`src/rtl/fir_filter_tdm.sv`:
```
// Time-multiplexed FIR filter: one signed MAC iterated over TAPS cycles per sample,
// runtime-loadable coefficients, valid/ready handshakes, optional rounding, saturating output.
//
// state | meaning
// ------+---------------------------------------------------------------
// IDLE  | waiting for a sample; coefficient writes accepted here only
// MAC   | accumulating x[k]*c[k] for k = 0..TAPS-1, one tap per cycle
// OUT   | scale, round and clamp the accumulator into out_data/sat
// HOLD  | out_valid high until downstream takes the sample
`timescale 1ns/1ps
module fir_filter_tdm #(
   parameter int WIDTH  = 9,
   parameter int COEF_W = 9,
   parameter int TAPS   = 33,
   parameter int ACC_W  = 24,
   parameter int FRAC   = 8,
   parameter int RND    = 0
) (
   input  logic                       clk,
   input  logic                       rst_n,
   input  logic signed [WIDTH-1:0]    in_data,
   input  logic                       in_valid,
   output logic                       in_ready,
   output logic signed [WIDTH-1:0]    out_data,
   output logic                       out_valid,
   input  logic                       out_ready,
   input  logic                       coef_we,
   input  logic [$clog2(TAPS)-1:0]    coef_addr,
   input  logic signed [COEF_W-1:0]   coef_data,
   output logic                       sat,
   output logic                       busy
);

   localparam int KW = $clog2(TAPS);
   localparam int PW = WIDTH + COEF_W;
   localparam logic [KW-1:0]          K_LAST  = KW'(TAPS - 1);
   localparam logic signed [ACC_W-1:0] Y_MAX  = ACC_W'((2 ** (WIDTH - 1)) - 1);
   localparam logic signed [ACC_W-1:0] Y_MIN  = ACC_W'(-(2 ** (WIDTH - 1)));
   localparam logic signed [ACC_W-1:0] RND_ADD =
      ((RND != 0) && (FRAC > 0)) ? ACC_W'(2 ** (FRAC - 1)) : '0;

   typedef enum logic [1:0] {
      S_IDLE = 2'd0,
      S_MAC  = 2'd1,
      S_OUT  = 2'd2,
      S_HOLD = 2'd3
   } state_t;

   state_t                     state_q, state_d;
   logic signed [WIDTH-1:0]    x_q [TAPS];
   logic signed [COEF_W-1:0]   c_q [TAPS];
   logic signed [ACC_W-1:0]    acc_q, acc_d;
   logic [KW-1:0]              k_q, k_d;
   logic signed [WIDTH-1:0]    out_data_q, out_data_d;
   logic                       out_valid_q, out_valid_d;
   logic                       sat_q, sat_d;
   logic                       shift_en;
   logic                       coef_wr;

   logic signed [PW-1:0]       prod;
   logic signed [ACC_W-1:0]    prod_ext;
   logic signed [ACC_W-1:0]    y_rnd;
   logic signed [ACC_W-1:0]    y_shift;

   // Full-precision product, sign-extended so the accumulator can never wrap.
   assign prod     = x_q[k_q] * c_q[k_q];
   assign prod_ext = ACC_W'(prod);
   assign y_rnd    = acc_q + RND_ADD;
   assign y_shift  = y_rnd >>> FRAC;

   always_comb begin
      state_d     = state_q;
      acc_d       = acc_q;
      k_d         = k_q;
      out_data_d  = out_data_q;
      out_valid_d = out_valid_q;
      sat_d       = sat_q;
      shift_en    = 1'b0;
      coef_wr     = 1'b0;

      case (state_q)
         S_IDLE: begin
            coef_wr = coef_we && (int'(coef_addr) < TAPS);
            if (in_valid) begin
               shift_en = 1'b1;
               acc_d    = '0;
               k_d      = '0;
               state_d  = S_MAC;
            end
         end
         S_MAC: begin
            acc_d = acc_q + prod_ext;
            if (k_q == K_LAST) begin
               state_d = S_OUT;
            end else begin
               k_d = k_q + KW'(1);
            end
         end
         S_OUT: begin
            if (y_shift > Y_MAX) begin
               out_data_d = Y_MAX[WIDTH-1:0];
               sat_d      = 1'b1;
            end else if (y_shift < Y_MIN) begin
               out_data_d = Y_MIN[WIDTH-1:0];
               sat_d      = 1'b1;
            end else begin
               out_data_d = y_shift[WIDTH-1:0];
               sat_d      = 1'b0;
            end
            out_valid_d = 1'b1;
            state_d     = S_HOLD;
         end
         S_HOLD: begin
            if (out_ready) begin
               out_valid_d = 1'b0;
               state_d     = S_IDLE;
            end
         end
         default: state_d = S_IDLE;
      endcase
   end

   always_ff @(posedge clk or negedge rst_n) begin
      if (!rst_n) begin
         state_q     <= S_IDLE;
         acc_q       <= '0;
         k_q         <= '0;
         out_data_q  <= '0;
         out_valid_q <= 1'b0;
         sat_q       <= 1'b0;
      end else begin
         state_q     <= state_d;
         acc_q       <= acc_d;
         k_q         <= k_d;
         out_data_q  <= out_data_d;
         out_valid_q <= out_valid_d;
         sat_q       <= sat_d;
      end
   end

   // Delay line and coefficient bank; a same-cycle write lands before MAC reads it.
   always_ff @(posedge clk or negedge rst_n) begin
      if (!rst_n) begin
         for (int i = 0; i < TAPS; i++) begin
            x_q[i] <= '0;
            c_q[i] <= '0;
         end
      end else begin
         if (shift_en) begin
            for (int i = TAPS - 1; i > 0; i--) begin
               x_q[i] <= x_q[i-1];
            end
            x_q[0] <= in_data;
         end
         if (coef_wr) begin
            c_q[coef_addr] <= coef_data;
         end
      end
   end

   assign in_ready  = (state_q == S_IDLE);
   assign busy      = (state_q != S_IDLE);
   assign out_data  = out_data_q;
   assign out_valid = out_valid_q;
   assign sat       = sat_q;

endmodule
```
`config.mk`:
```
export PLATFORM = sky130hd
export DESIGN_NAME = fir_filter_tdm
export DESIGN_NICKNAME = d
export VERILOG_FILES = /design/src/rtl/fir_filter_tdm.sv
export SDC_FILE = /design/constraint.sdc
export NUM_CORES = 1
export LEC_CHECK = 0
export ABC_AREA = 1
export CORE_MARGIN = 2
export CORE_UTILIZATION = 40
export CTS_BUF_LIST = sky130_fd_sc_hd__clkbuf_4
export CTS_CLUSTER_DIAMETER = 80
export DETAILED_ROUTE_END_ITERATION = 8
export SYNTH_ARGS = -nofsm -noshare
export SYNTH_HDL_FRONTEND = slang
export SYNTH_SLANG_ARGS = --single-unit
```
`constraint.sdc`:
```
create_clock -name clk -period 8.6 [get_ports clk]
set_clock_uncertainty 0.2 [all_clocks]
set_input_delay 1.72 -clock clk [delete_from_list [all_inputs] [get_ports clk]]
set_output_delay 1.72 -clock clk [all_outputs]
set_load 0.1 [all_outputs]
```
# Word level (Yosys, flattened, before mapping)
# Cells that the tools add are included.
op_classes:
  addsub: 2
  n_mul: 1
  order_cmp: 6
  eq_ne: 8
  muxes: 27
  n_bitwise: 2
  n_reduce_logical: 10
op_table:
  columns: ["op", "n"]
  rows:
  - ["$bwmux 297", 1]
  - ["$bmux 9 s6", 2]
  - ["$mux 9", 7]
  - ["$demux 9 s6", 1]
  - ["$pmux 24 s2", 1]
  - ["$add 24x18->24", 1]
  - ["$mux 24", 1]
  - ["$mul 9x9->18", 1]
  - ["$gt 16x9->1 const B", 1]
  - ["$lt 16x9->1 const B", 1]
  - ["$ge 7x7->1 const B", 2]
  - ["$not 6->7", 2]
  - ["$mux 6", 2]
  - ["$pmux 6 s2", 1]
  - ["$ne 2x2->1 const B", 4]
  - ["$pmux 2 s4", 1]
  - ["$lt 7x1->1 const B", 1]
  - ["$add 6x1->6 const B", 1]
  - ["$eq 6x6->1 const B", 1]
  - ["$lt 6x6->1 const B", 1]
  - ["$mux 1", 6]
  - ["$mux 2", 3]
  - ["$reduce_and 3->1", 2]
  - ["$reduce_bool 2->1", 3]
  - ["other kinds (6)", 9]
word_totals:
  register_bits: 637
  input_bits: 29
  output_inout_bits: 13
  elab_cells: 128

# Longest topological paths before layout
logic_depth:
  depth_word: 7
  depth_mapped: 36
  depth_no_buf: 34

# Least setup slack after synthesis
# OpenSTA, ideal clock, no wires.
synth_timing:
  path_type: "register -> register"
  startpoint: "register k_q[1]"
  endpoint: "register acc_q[20]"
  setup_ns: 0.083
  arrival_time_ns: 6.005
  required_time_ns: 8.317
  setup_slack_ns: 2.312
  path_stages_with_launch: 33
  n_path_buf: 3
  period_less_slack_ns: 6.288
  cell_sequence: "dfrtp_1 -> clkbuf_1 -> clkinv_1 -> clkbuf_1 -> clkbuf_1 -> nand3_1 -> nand3_1 -> nand2_1 -> nor2_1 -> nand2_1 -> nand3_1 -> nand2_1 -> nand2_1 -> inv_1 -> fa_1 -> inv_1 -> fa_1 -> fa_1 -> inv_1 -> fa_1 -> inv_1 -> fa_1 -> inv_1 -> ha_1 -> nand2_1 -> inv_1 -> a21oi_1 -> nor2_1 -> nor2_1 -> nand3_1 -> nand2_1 -> nand2_1 -> o21ai_0"
synth_between:
  elab_chain_cells: 7
  word_cells_on_any_way: 10
  classes_between: "add/sub: 1; mul: 1; mux: 7; bitwise: 1"
synth_lines:
  columns: ["element", "line", "text"]
  rows:
  - ["from (decl)", "53", "logic [KW-1:0] k_q, k_d;"]
  - ["from (signal assigned)", "134", "k_q <= k_d;"]
  - ["$not 6->7 (implied by the code) (*)", "66", "assign prod = x_q[k_q] * c_q[k_q];"]
  - ["$bmux 9 s6", "66", null]
  - ["$mux 9 (implied by the code) (2 in a row)", "66", null]
  - ["$mul 9x9->18 (*)", "66", null]
  - ["$add 24x18->24 (*)", "92", "acc_d = acc_q + prod_ext;"]
  - ["$pmux 24 s2 (*)", "81", "case (state_q)"]
  - ["to (signal assigned)", "126", "acc_q <= '0;"]
  - ["to (signal assigned)", "133", "acc_q <= acc_d;"]
  - ["to (decl)", "52", "logic signed [ACC_W-1:0] acc_q, acc_d;"]
# Mark *: on every way between the ends. The rest lies on a longest branch, timed or not. The select of a mux whose other input is x is not followed.
# A chain may end at the register's enable or synchronous reset.

# Worst setup path in the final report
layout_timing:
  startpoint: "register k_q[0]"
  endpoint: "register acc_q[23]"
# Same word-level chain as after synthesis.

==> results.yml <==
status:
  status: "complete, no violations"
synthesis:
  synth_nets: 4463
  syn_avg_cell_area_um2: 7.87
  synth_area_um2: 33600
  syn-instance-count: 4269
  async_reset_ff_frac: 1.00
  ys_seq_area_frac: 0.475
  ys_ff_latch: 637
  synth_top_cell_by_area: "dfrtp_1"
  ys_top_cells_by_area: "dfrtp_1, nand2_1, o21ai_0"
  ys.flop_type: "dfrtp_1"
  synth_edf_count: 0
  synth_common_cells: "nand2_1, o21ai_0, dfrtp_1"
  yosys_warnings: 0
  yosys.area.top_type_share: 0.475
  yosysUniqueCellTypes: 34
  yosysMostFrequentCell: "nand2_1"
setup_path:
  critical_path.startpoint: "k_q[0]"
  worstRegToRegCells: 26
  cp.required_ns: 9.30
  r2r_start: "k_q[0]"
  cp_max_fo: 64
  reg2reg_slack_ns: 0.92
  worst_setup_path_start_kind: "flip-flop"
  timing.rr.end: "acc_q[23]"
  crit_arrival_ns: 8.38
  path_class: "flip-flop to flip-flop"
  cp-end-kind: "flip-flop"
timing:
  final.period_utilization: 0.893
  fin_setup_tns_ns: 0
  hold-worst-slack_ns: 0.269
  slew_violations: 0
  rsz0062_at_grt: "no"
  finalHoldViolations: 0
  post-route-min-period_ns: 7.68
  setup_viol: 0
  max_slew.worst_pin.slew_ns: 1.20
  fmax_ghz: 0.130
  relSlewSlack: 0.197
placed_design:
  post_dp_cell_area_um2: 35000
  portBuffers: 41
  place_congestion: 0.867
  place_hpwl_um: 56200
clock_network:
  cts_buffers: 175
  path_clk_slew_ns: 0.07
  cts_tree: "done"
  root_buffer: "clkbuf_4"
  ctsResizeCount: 0
  postCtsHoldBufs: 0
  cts_buffer_depth: 3
  post_cts_buffers: 0
  clkLatencyLatePin_ns: 1.02
  clock_sinks: 637
  htreeDepth: 4
detailed_routing:
  via_per_inst: 5.08
  ant_nets: 0
  drc: 0
  wl_per_cell_um: 16.5
  dr.pass1.iters: 5
  wl_um: 90500
  dr_total_vias: 27900
  drtIter0Drc: 2097
global_routing:
  grt_max_degree: 172
  met1_usage: 0.303
  grt_pass1_vias: 27000
  antenna_found_initial: 2
  track_usage: 0.215
  grt.busiest_layer: "met2"
  grtUsageMet2: 0.331
  grtUsageMet3: 0.0432
  grt_pass1_wl_um: 148000
  overflow: 0
die:
  initial_core_util: 0.403
  die_x_um: 294
  core_um2: 83400
  die_area_um2: 86300
  fp-row-count: 106
  ios: 42
  die_h_um: 294
cells_and_area:
  finalNetCount: 4479
  final_cell_area_um2: 37100
  syn_to_final_growth_pct: 10.6
  post-route-util: 0.445
  n_fill_cell: 8410
  drive_gt1_frac: 0.0754
flow_run:
  maxCapViolations: 0
worst_hold_path:
  worstHoldPathCells: 2
  hold_path_class: "flip-flop to flip-flop"
  hold_path_end: "out_data[8]"
  hp-start: "out_data[8]"
## worst max-delay path by stage
stage / endpoint / slack, ns
floorplan: acc_q[20] / 2.31
global placement: acc_q[21] / 0.95
detailed placement: acc_q[23] / 0.88
CTS: acc_q[23] / 0.87
global route: acc_q[23] / 0.25
finish: acc_q[23] / 0.92
## flip-flops by register name, summed over array words and instances (netlist names)
| name | flops |
|---|---|
| x_q | 297 |
| k_q | 6 |
| acc_q | 24 |
| sat | 1 |
| out_data | 9 |
| out_valid | 1 |
| state_q | 2 |
| c_q | 297 |
## critical path, cell delays in order (launching register included)
cell and delay [ns]:
dfrtp_4 0.82, inv_6 0.34, buf_12 0.30, nand4_1 0.13, clkinv_1 0.56, nand2_1 0.25, o21ai_1 0.26, nand2_1 0.24
inv_1 0.09, fa_1 0.66, inv_1 0.13, fa_1 0.47, fa_1 0.54, inv_1 0.06, fa_1 0.53, inv_1 0.06
fa_1 0.52, inv_1 0.04, ha_1 0.35, a21oi_1 0.26, o21a_1 0.19, nand2_1 0.11, nand2_1 0.08, nand3_1 0.09
nand2_1 0.07, nand2_1 0.04, o21ai_0 0.13
## placed cells by master, fill, tap and decap left out, drive strengths merged, types with 18 or more instances in the layout
| master | n |
|---|---|
| a21oi | 136 |
| buf | 45 |
| clkbuf | 250 |
| clkdlybuf4s50 | 40 |
| clkinv | 37 |
| dfrtp | 637 |
| fa | 98 |
| ha | 67 |
| inv | 458 |
| nand2 | 1270 |
| nand3 | 114 |
| nor2 | 286 |
| nor3 | 18 |
| o211ai | 66 |
| o21ai | 823 |
## cells by family (layout without fill, tap and decap cells)
logic type | after synthesis | in the layout | share of synthesized area
simple gates | 1708 | 1708 | 0.199
flops | 637 | 637 | 0.475
xor+xnor | 4 | 4 | 0.00104
other cells | 0 | 2 | 0
buf+inv | 703 | 835 | 0.0787
compound gates | 1052 | 1052 | 0.163
fa+ha+maj | 165 | 165 | 0.0834
## cell type report
class                      instances  area [µm²]  area share
antenna                            2        5.00    0.000135
clock buffer                     250        1880      0.0505
clock inverter                    43         282     0.00758
inverter                         457        1730      0.0466
multi-input combinational       2929       15000       0.405
sequential                       637       15900       0.429
tap                             1080        1350      0.0364
timing repair buffer              85         908      0.0245
## routing by layer
layer	share of wire	vias up
li1	-	13800
met5	0	-
met1	0.47	13300
met3	0.056	133
met4	0.023	0
met2	0.45	654
## through the flow
stage               setup WS [ns]  std cells
floorplan                    2.31       4269
global route                0.254       5483
CTS                         0.868       5481
detailed placement          0.883       5188
finish                      0.919       5483
global placement            0.950       5188
Power is left out: the tool's default activity adds up to more than one toggle a clock period on the data nets, which glitch-free logic cannot reach.
